<file path="config.mk">
export PLATFORM = sky130hd
export DESIGN_NAME = umi_reg_if
export DESIGN_NICKNAME = d
export VERILOG_FILES = /design/src/rtl/umi_reg_if.sv
export SDC_FILE = /design/constraint.sdc
export NUM_CORES = 1
export LEC_CHECK = 0
export BUFFER_PORTS_ARGS = -buffer_cell sky130_fd_sc_hd__buf_4
export CAP_MARGIN = 10
export CORE_AREA = 2 2 390 392
export DETAILED_ROUTE_END_ITERATION = 16
export DIE_AREA = 0 0 392 394
export GPL_TIMING_DRIVEN = 0
export HOLD_SLACK_MARGIN = 0.08
export SLEW_MARGIN = 10
export SYNTH_ARGS = -nofsm -noshare
export SYNTH_HDL_FRONTEND = slang
export SYNTH_SLANG_ARGS = --single-unit
</file>
<file path="constraint.sdc">
create_clock -name clk -period 3.84 [get_ports clk]
set_clock_uncertainty 0.15 [all_clocks]
set_input_delay 0.192 -clock clk [delete_from_list [all_inputs] [get_ports clk]]
set_output_delay 0.192 -clock clk [all_outputs]
set_load 0.05 [all_outputs]
</file>
<file path="src/rtl/umi_reg_if.sv">
// umi_reg_if: UMI device request -> single register read/write bridge with UMI response
// Ports:
//   clk, rst                      clock, synchronous active-high reset
//   udev_req_*                    UMI request in (valid/ready, cmd, dstaddr, srcaddr, data)
//   udev_resp_*                   UMI response out (valid/ready, cmd, dstaddr, srcaddr, data)
//   reg_write/reg_read            register access strobes, held until reg_ready
//   reg_addr/reg_wrdata           captured address and low RW bits of write data
//   reg_opcode/size/len/prot      captured request command fields
//   reg_rddata/reg_ready/reg_err  register read data, completion, error code
module umi_reg_if #(
    parameter int CW = 32,
    parameter int AW = 64,
    parameter int DW = 256,
    parameter int RW = 32
) (
    input  logic          clk,
    input  logic          rst,
    input  logic          udev_req_valid,
    input  logic [CW-1:0] udev_req_cmd,
    input  logic [AW-1:0] udev_req_dstaddr,
    input  logic [AW-1:0] udev_req_srcaddr,
    input  logic [DW-1:0] udev_req_data,
    output logic          udev_req_ready,
    output logic          udev_resp_valid,
    output logic [CW-1:0] udev_resp_cmd,
    output logic [AW-1:0] udev_resp_dstaddr,
    output logic [AW-1:0] udev_resp_srcaddr,
    output logic [DW-1:0] udev_resp_data,
    input  logic          udev_resp_ready,
    output logic          reg_write,
    output logic          reg_read,
    output logic [AW-1:0] reg_addr,
    output logic [RW-1:0] reg_wrdata,
    output logic [4:0]    reg_opcode,
    output logic [2:0]    reg_size,
    output logic [7:0]    reg_len,
    output logic [1:0]    reg_prot,
    input  logic [RW-1:0] reg_rddata,
    input  logic          reg_ready,
    input  logic [1:0]    reg_err
);
    typedef enum logic [1:0] {IDLE, ACCESS, RESP} state_t;
    localparam logic [2:0] MAX_SIZE = 3'($clog2(RW / 8));
    state_t        state, state_nx;
    logic [CW-1:0] cmd_q;
    logic [AW-1:0] dst_q, src_q;
    logic [RW-1:0] wr_q, rd_q;
    logic [1:0]    err_q;
    logic          req_fire, req_known, is_read, is_posted, bad_shape;
    logic          unused;
    assign unused = ^udev_req_data;
    assign req_fire = udev_req_valid & udev_req_ready;
    assign req_known = udev_req_cmd[4:0] == 5'h01 || udev_req_cmd[4:0] == 5'h03 || udev_req_cmd[4:0] == 5'h05;
    assign is_read = cmd_q[4:0] == 5'h01;
    assign is_posted = cmd_q[4:0] == 5'h05;
    // Multi-beat or over-wide accesses still perform one access but report an error.
    assign bad_shape = cmd_q[15:8] != 8'd0 || cmd_q[7:5] > MAX_SIZE;
    always_ff @(posedge clk) begin
        if (rst) state <= IDLE;
        else state <= state_nx;
    end
    always_comb begin
        state_nx = state;
        unique case (state)
            IDLE:    if (req_fire) state_nx = req_known ? ACCESS : RESP;
            ACCESS:  if (reg_ready) state_nx = is_posted ? IDLE : RESP;
            RESP:    if (udev_resp_ready) state_nx = IDLE;
            default: state_nx = IDLE;
        endcase
    end
    always_ff @(posedge clk) begin
        if (rst) begin
            cmd_q <= '0;
            dst_q <= '0;
            src_q <= '0;
            wr_q  <= '0;
            rd_q  <= '0;
            err_q <= '0;
        end else if (req_fire) begin
            cmd_q <= udev_req_cmd;
            dst_q <= udev_req_dstaddr;
            src_q <= udev_req_srcaddr;
            wr_q  <= udev_req_data[RW-1:0];
            rd_q  <= '0;
            err_q <= req_known ? 2'b00 : 2'b10;
        end else if (state == ACCESS && reg_ready) begin
            err_q <= bad_shape ? 2'b10 : reg_err;
            if (is_read) rd_q <= reg_rddata;
        end
    end
    // Gated with rst so nothing is offered while reset is held.
    assign udev_req_ready = state == IDLE && !rst;
    assign udev_resp_valid = state == RESP;
    assign udev_resp_dstaddr = src_q;
    assign udev_resp_srcaddr = dst_q;
    assign udev_resp_data = DW'(rd_q);
    always_comb begin
        udev_resp_cmd = cmd_q;
        udev_resp_cmd[4:0] = is_read ? 5'h02 : 5'h04;
        udev_resp_cmd[26:25] = err_q;
    end
    assign reg_read = state == ACCESS && is_read;
    assign reg_write = state == ACCESS && !is_read;
    assign reg_addr = dst_q;
    assign reg_wrdata = wr_q;
    assign reg_opcode = cmd_q[4:0];
    assign reg_size = cmd_q[7:5];
    assign reg_len = cmd_q[15:8];
    assign reg_prot = cmd_q[21:20];
endmodule

</file>
-- Yosys cells after proc, flatten, opt, wreduce, memory -nomap -nowiden
Index checks and enable logic that the tools add are counted.
- mux-type cells: 11
- bitwise logic cells: 1
- magnitude comparators: 1
- reduce and logical (&&, ||, !) cells: 15
- eq/ne operators: 10
- operator list (kind ; number):
    2-to-1 mux 2 bit ; 9
    == test 5 x 1 -> 1 bit (second input constant) ; 2
    == test 5 x 3 -> 1 bit (second input constant) ; 2
    nonzero test 8 bit ; 1
    case mux 2 bit (3 select lines) ; 1
    == test 5 x 2 -> 1 bit (second input constant) ; 1
    logical AND 1 bit ; 4
    inequality test 2 bit (second input constant) ; 2
    > comparator 3 x 2 -> 1 bit (second input constant) ; 1
    logical OR 1 bit ; 3
    2-to-1 mux 3 bit ; 1
    AND reduction 3 bit ; 1
    == test 2 x 1 -> 1 bit (second input constant) ; 1
    == test 2 bit (second input constant) ; 1
    logical NOT 1 bit ; 2
    logical NOT 2 bit ; 1
    inequality test 2 x 1 -> 1 bit (second input constant) ; 1
    AND reduction 2 bit ; 1
    nonzero test 2 bit ; 1
    OR reduction 2 bit ; 1
    bitwise AND 1 bit ; 1
- output and inout bits: 534
- register bits after elaboration: 228

-- Longest topological paths before layout
- word-level depth: 6
- mapped depth: 7
- depth with buffers taken out: 3

-- Worst setup path after synthesis
OpenSTA, ideal clock, no wires.
- path kind: reg2out
- start: reg cmd_q[0]
- end: out reg_read
- setup slack: 1.012 ns
- data required time: 3.498 ns
- buffers on the path: 2
- arrival time: 2.486 ns
- cell stages (with the launch flop): 5
- cell sequence: dfxtp_1 > or4b_1 > buf_2 > buf_6 > nor3_1
- cells in the longest elaborated chain, start to end: 2
- RTL lines (what ; RTL line ; RTL):
    from (decl) ; 45 ; logic [CW-1:0] cmd_q;
    from (signal assigned) ; 80 ; cmd_q <= udev_req_cmd;
    == test 5 x 1 -> 1 bit ; 54 ; assign is_read = cmd_q[4:0] == 5'h01;
    logical AND 1 bit ; 102 ; assign reg_read = state == ACCESS && is_read;
    to (decl) ; 31 ; output logic reg_read,
No other way between the ends.

-- Worst setup path in the final report
- start: reg cmd_q[1]
- end: reg rd_q[1]
- cells in the longest elaborated chain, start to end: 2
- RTL lines (what ; RTL line ; RTL):
    == test 5 x 1 -> 1 bit ; 54 ;
    AND reduction 2 bit (no source line) ; n/a ;
    to (signal assigned) ; 88 ; if (is_read) rd_q <= reg_rddata;
    to (decl) ; 47 ; logic [RW-1:0] wr_q, rd_q;
No other way between the ends.
A chain may end at the register's enable or synchronous reset.

==> impl_summary.md <==
Outcome
The run finished with clean final reports.

Setup path
The worst setup path is launched from a register. The endpoint identified for the worst register-to-register timing path is rd_q[1]$_SDFFE_PP0P_. The setup slack of the worst register-to-register path is 690 ps.

The largest single stage delay on the critical path is 690 ps. The slowest stage of the critical path is the nor4b_2 cell. Walking the worst path, the cells encountered are nor4b_2 -> clkbuf_1 -> nand4_1 -> dlygate4sd3_1 -> a21oi_1 -> dlygate4sd3_1. Along the worst path, the maximum fanout reaches 10. The critical setup path kind is register to register.

The most frequent cell on the critical path is dlygate4sd3_1. The worst register-to-register path begins at cmd_q[1]$_SDFFE_PP0P_. STA puts the critical path data required time at 4250 ps. For the worst flop-to-flop path, the logic depth is 6. At the worst endpoint, the arrival time is 3560 ps. The critical path starts at cmd_q[1]$_SDFFE_PP0P_.

The critical path ends at rd_q[1]$_SDFFE_PP0P_. The nature of the critical path endpoint is a register.

Clock tree
The clock latency on the worst-skew pair is 610 ps. In this run the number of H-tree levels came out at 1. The CTS clock-pin slew for the worst setup and hold paths is 80 ps. TritonCTS built the clock tree. Counting the buffers created by CTS gives 31.

The number of buffers between clock root and the deepest sink is 3. The master cell of the clock root buffer is clkbuf_16. The clock net sink count is 226.

Hold path
The path type of the worst min-delay path is input port to register. In this run the most critical hold path is launched from udev_req_srcaddr[20].

Synthesis
In this run, synthesis produced a sequential element count of 226. The async set or reset register ratio after synthesis is 0%. The most frequent cell after synthesis is buf_4. The most used flip-flop cell after synthesis is dfxtp_1. After technology mapping, the gate count stands at 1324. The commonest cells after synthesis are 329 x buf_4, 226 x dfxtp_1, 191 x nand2_1, 191 x nand2b_1, 122 x o21ai_0. The area share of the largest cell type after synthesis is 41.1%. Yosys mapped a number of flops with a built-in enable equal to 0. The sequential element share of the synthesized area is 41.1%. The distinct cell type count after synthesis is 32. The average instance in the mapped netlist occupies 8.32 sq um. The Yosys step of the flow raised 0 warnings.

The cell area that synthesis handed to floorplanning was 11000 sq um. Summed over all instances, the cell type with the most area after synthesis is dfxtp_1. After synthesis, the cell types taking the most area are dfxtp_1 41%, buf_4 22%, nand2b_1 11%.

Place
The number of buffers added on ports is 534. The weighted congestion reported at the end of routability-driven placement is 0.821. Once detailed placement completed, the half-perimeter wirelength came to 58.8 mm.

Floorplan
In this run the standard cell core region covers 151000 sq um. 989 I/O pins were placed. The initial core utilization is 7.31%. The die footprint is 154000 sq um. The floorplan step set the die height to 394 microns. In this run the core area contains 143 standard-cell rows. The width of the die is 392 microns.

Route
The total wire length is 70.7 mm. The via count normalized by instance count is 2.74. The remaining antenna violation count after routing is 0. The routed wirelength normalized by instance count is 16.1 microns.

The number of iterations in the first detailed-routing pass is 5. The routed layout has 12100 vias. For this run, design rule violations remaining after detail routing come to 0. In this run, the number of DRC markers left after iteration 0 of detailed routing was 549.

STA
Derived from the worst setup path, the maximum achievable clock frequency is 317 MHz. Setup violations remaining at the end of the flow were counted as 0. The worst slew margin relative to its limit is 29.8%.

The setup TNS after final layout is 0 ps. The final max-slew violation count came to 0. The worst hold margin is 161 ps. After layout, the worst path uses 82.0% of the clock period. Setup repair after global routing left no endpoint under its margin. The hold violation count in the final report was 0. After layout, the minimum clock period comes to 3150 ps.

At the pin with the least slew margin, the transition time is 1050 ps.

Cells and area
The final-stage net count is 2804. The filler cells instantiated in the layout total 17100. The layout overhead on the synthesized area is 97.0%. Of the cells placed in the final design, the portion with a size suffix greater than 1 is 39.5%.

Pwr
Total power for the finished layout comes to 0.00834 W. The analysis attributes to cell leakage a power of 9.61 nW. The power density over cell area is 384 nW/um^2.

The peak supply drop is 0.358 mV.

GRT
The first global-routing pass estimated 92.5 mm of wire. Entering global routing, the biggest net connects 15 pins. The overall overflow remaining after global route is 0. The initial antenna violation count came to 22.

The number of global-route vias before repair was 11600. In the global route stage, overall resource usage came out at 8.62%.

Flow run
The count of max-cap constraint violations is 0.
==> worst min path at each step <==
stage / depth (start not counted) / endpoint
floorplan: 2 / cmd_q[2]$_SDFFE_PP0P_
global placement: 3 / reg_addr[41]$_SDFFE_PP0P_
detailed placement: 3 / reg_addr[25]$_SDFFE_PP0P_
CTS: 4 / udev_resp_dstaddr[20]$_SDFFE_PP0P_
global route: 4 / udev_resp_dstaddr[13]$_SDFFE_PP0P_
finish: 4 / udev_resp_dstaddr[20]$_SDFFE_PP0P_
==> critical path: cells and delay by family, from the launching register on <==
kind / cells / cell delay (ps)
AO/OA/AOI/OAI: 1 / 150
flip-flops: 1 / 340
buffers and inverters: 3 / 1620
AND/OR/NAND/NOR: 2 / 840
==> final cells by class <==
class | count | area [sq um] | area share [%]
Timing Repair Buffer | 766 | 6330 | 29.2
Clock inverter | 10 | 97.6 | 0.450
Sequential cell | 226 | 4520 | 20.9
Buffer | 396 | 2780 | 12.8
Antenna cell | 7 | 17.5 | 0.0807
Inverter | 2 | 7.51 | 0.0346
Multi-Input combinational cell | 926 | 4550 | 21.0
Clock buffer | 42 | 847 | 3.90
Tap cell | 2030 | 2540 | 11.7
==> logic make-up after synthesis <==
logic type             synth area share [%]
multiplexers                          0.193
flip-flops                             41.1
other                                0.0341
buffers and inverters                  25.3
AND/OR/NAND/NOR                        20.8
AO/OA/AOI/OAI                          12.6
==> cells in the final DEF, fill, tap and decap left out, types with 7 or more instances in the layout <==
master | synthesis | layout
clkbuf_2 | 11 | 13
o31ai_1 | 33 | 33
a21oi_1 | 33 | 33
o21ai_0 | 122 | 122
clkbuf_16 | 0 | 31
nand2b_1 | 191 | 191
buf_4 | 329 | 863
nand2_1 | 191 | 191
dlygate4sd3_1 | 0 | 232
dfxtp_1 | 226 | 226
conb_1 | 1 | 227
diode_2 | 0 | 7
o21ai_1 | 67 | 67
nand4_1 | 33 | 33
clkbuf_1 | 44 | 50
buf_2 | 8 | 8
==> state kept, by name (all words and copies together) (netlist names) <==
| signal | cells |
|---|---|
| cmd_q | 30 |
| reg_addr | 64 |
| reg_wrdata | 32 |
| udev_resp_dstaddr | 64 |
| rd_q | 32 |
| state | 2 |
| err_q | 2 |
==> per-stage QoR <==
step           setup slack, ps  util [%]  cells  area [sq um]
2_1_floorplan             1010         -   1550         11900
3_3_place_gp               443      12.2   4114         18400
3_5_place_dp               465      12.2   4114         18400
4_1_cts                    626      14.4   4398         21700
5_1_grt                    618      14.4   4398         21700
6_report                   690      14.4   4405         21700
==> where the power goes <==
part           leakage [nW]  total [W]  switching [W]  internal [W]
combinational          7.29    0.00286        0.00192      0.000941
clock                 0.465    0.00281        0.00122       0.00160
sequential             1.86    0.00266       0.000157       0.00250
==> routing by layer <==
layer  part of all wire [%]  up-vias  global-route usage, %
met2                     43      661                   13.6
met1                     45     5460                   11.4
met3                    8.3       95                   2.16
met5                  0.089        -                      0
met4                    3.5       10                   2.80
li1                       -     5862                      -
==> what timing repair did <==
action	in CTS	in global routing
resized for setup	0	0
setup endpoints to repair	0	0
endpoints found under the hold margin	226	0
setup buffers	0	0
hold buffers	232	0
No activity file was read; power rests on OpenSTA's default activity.
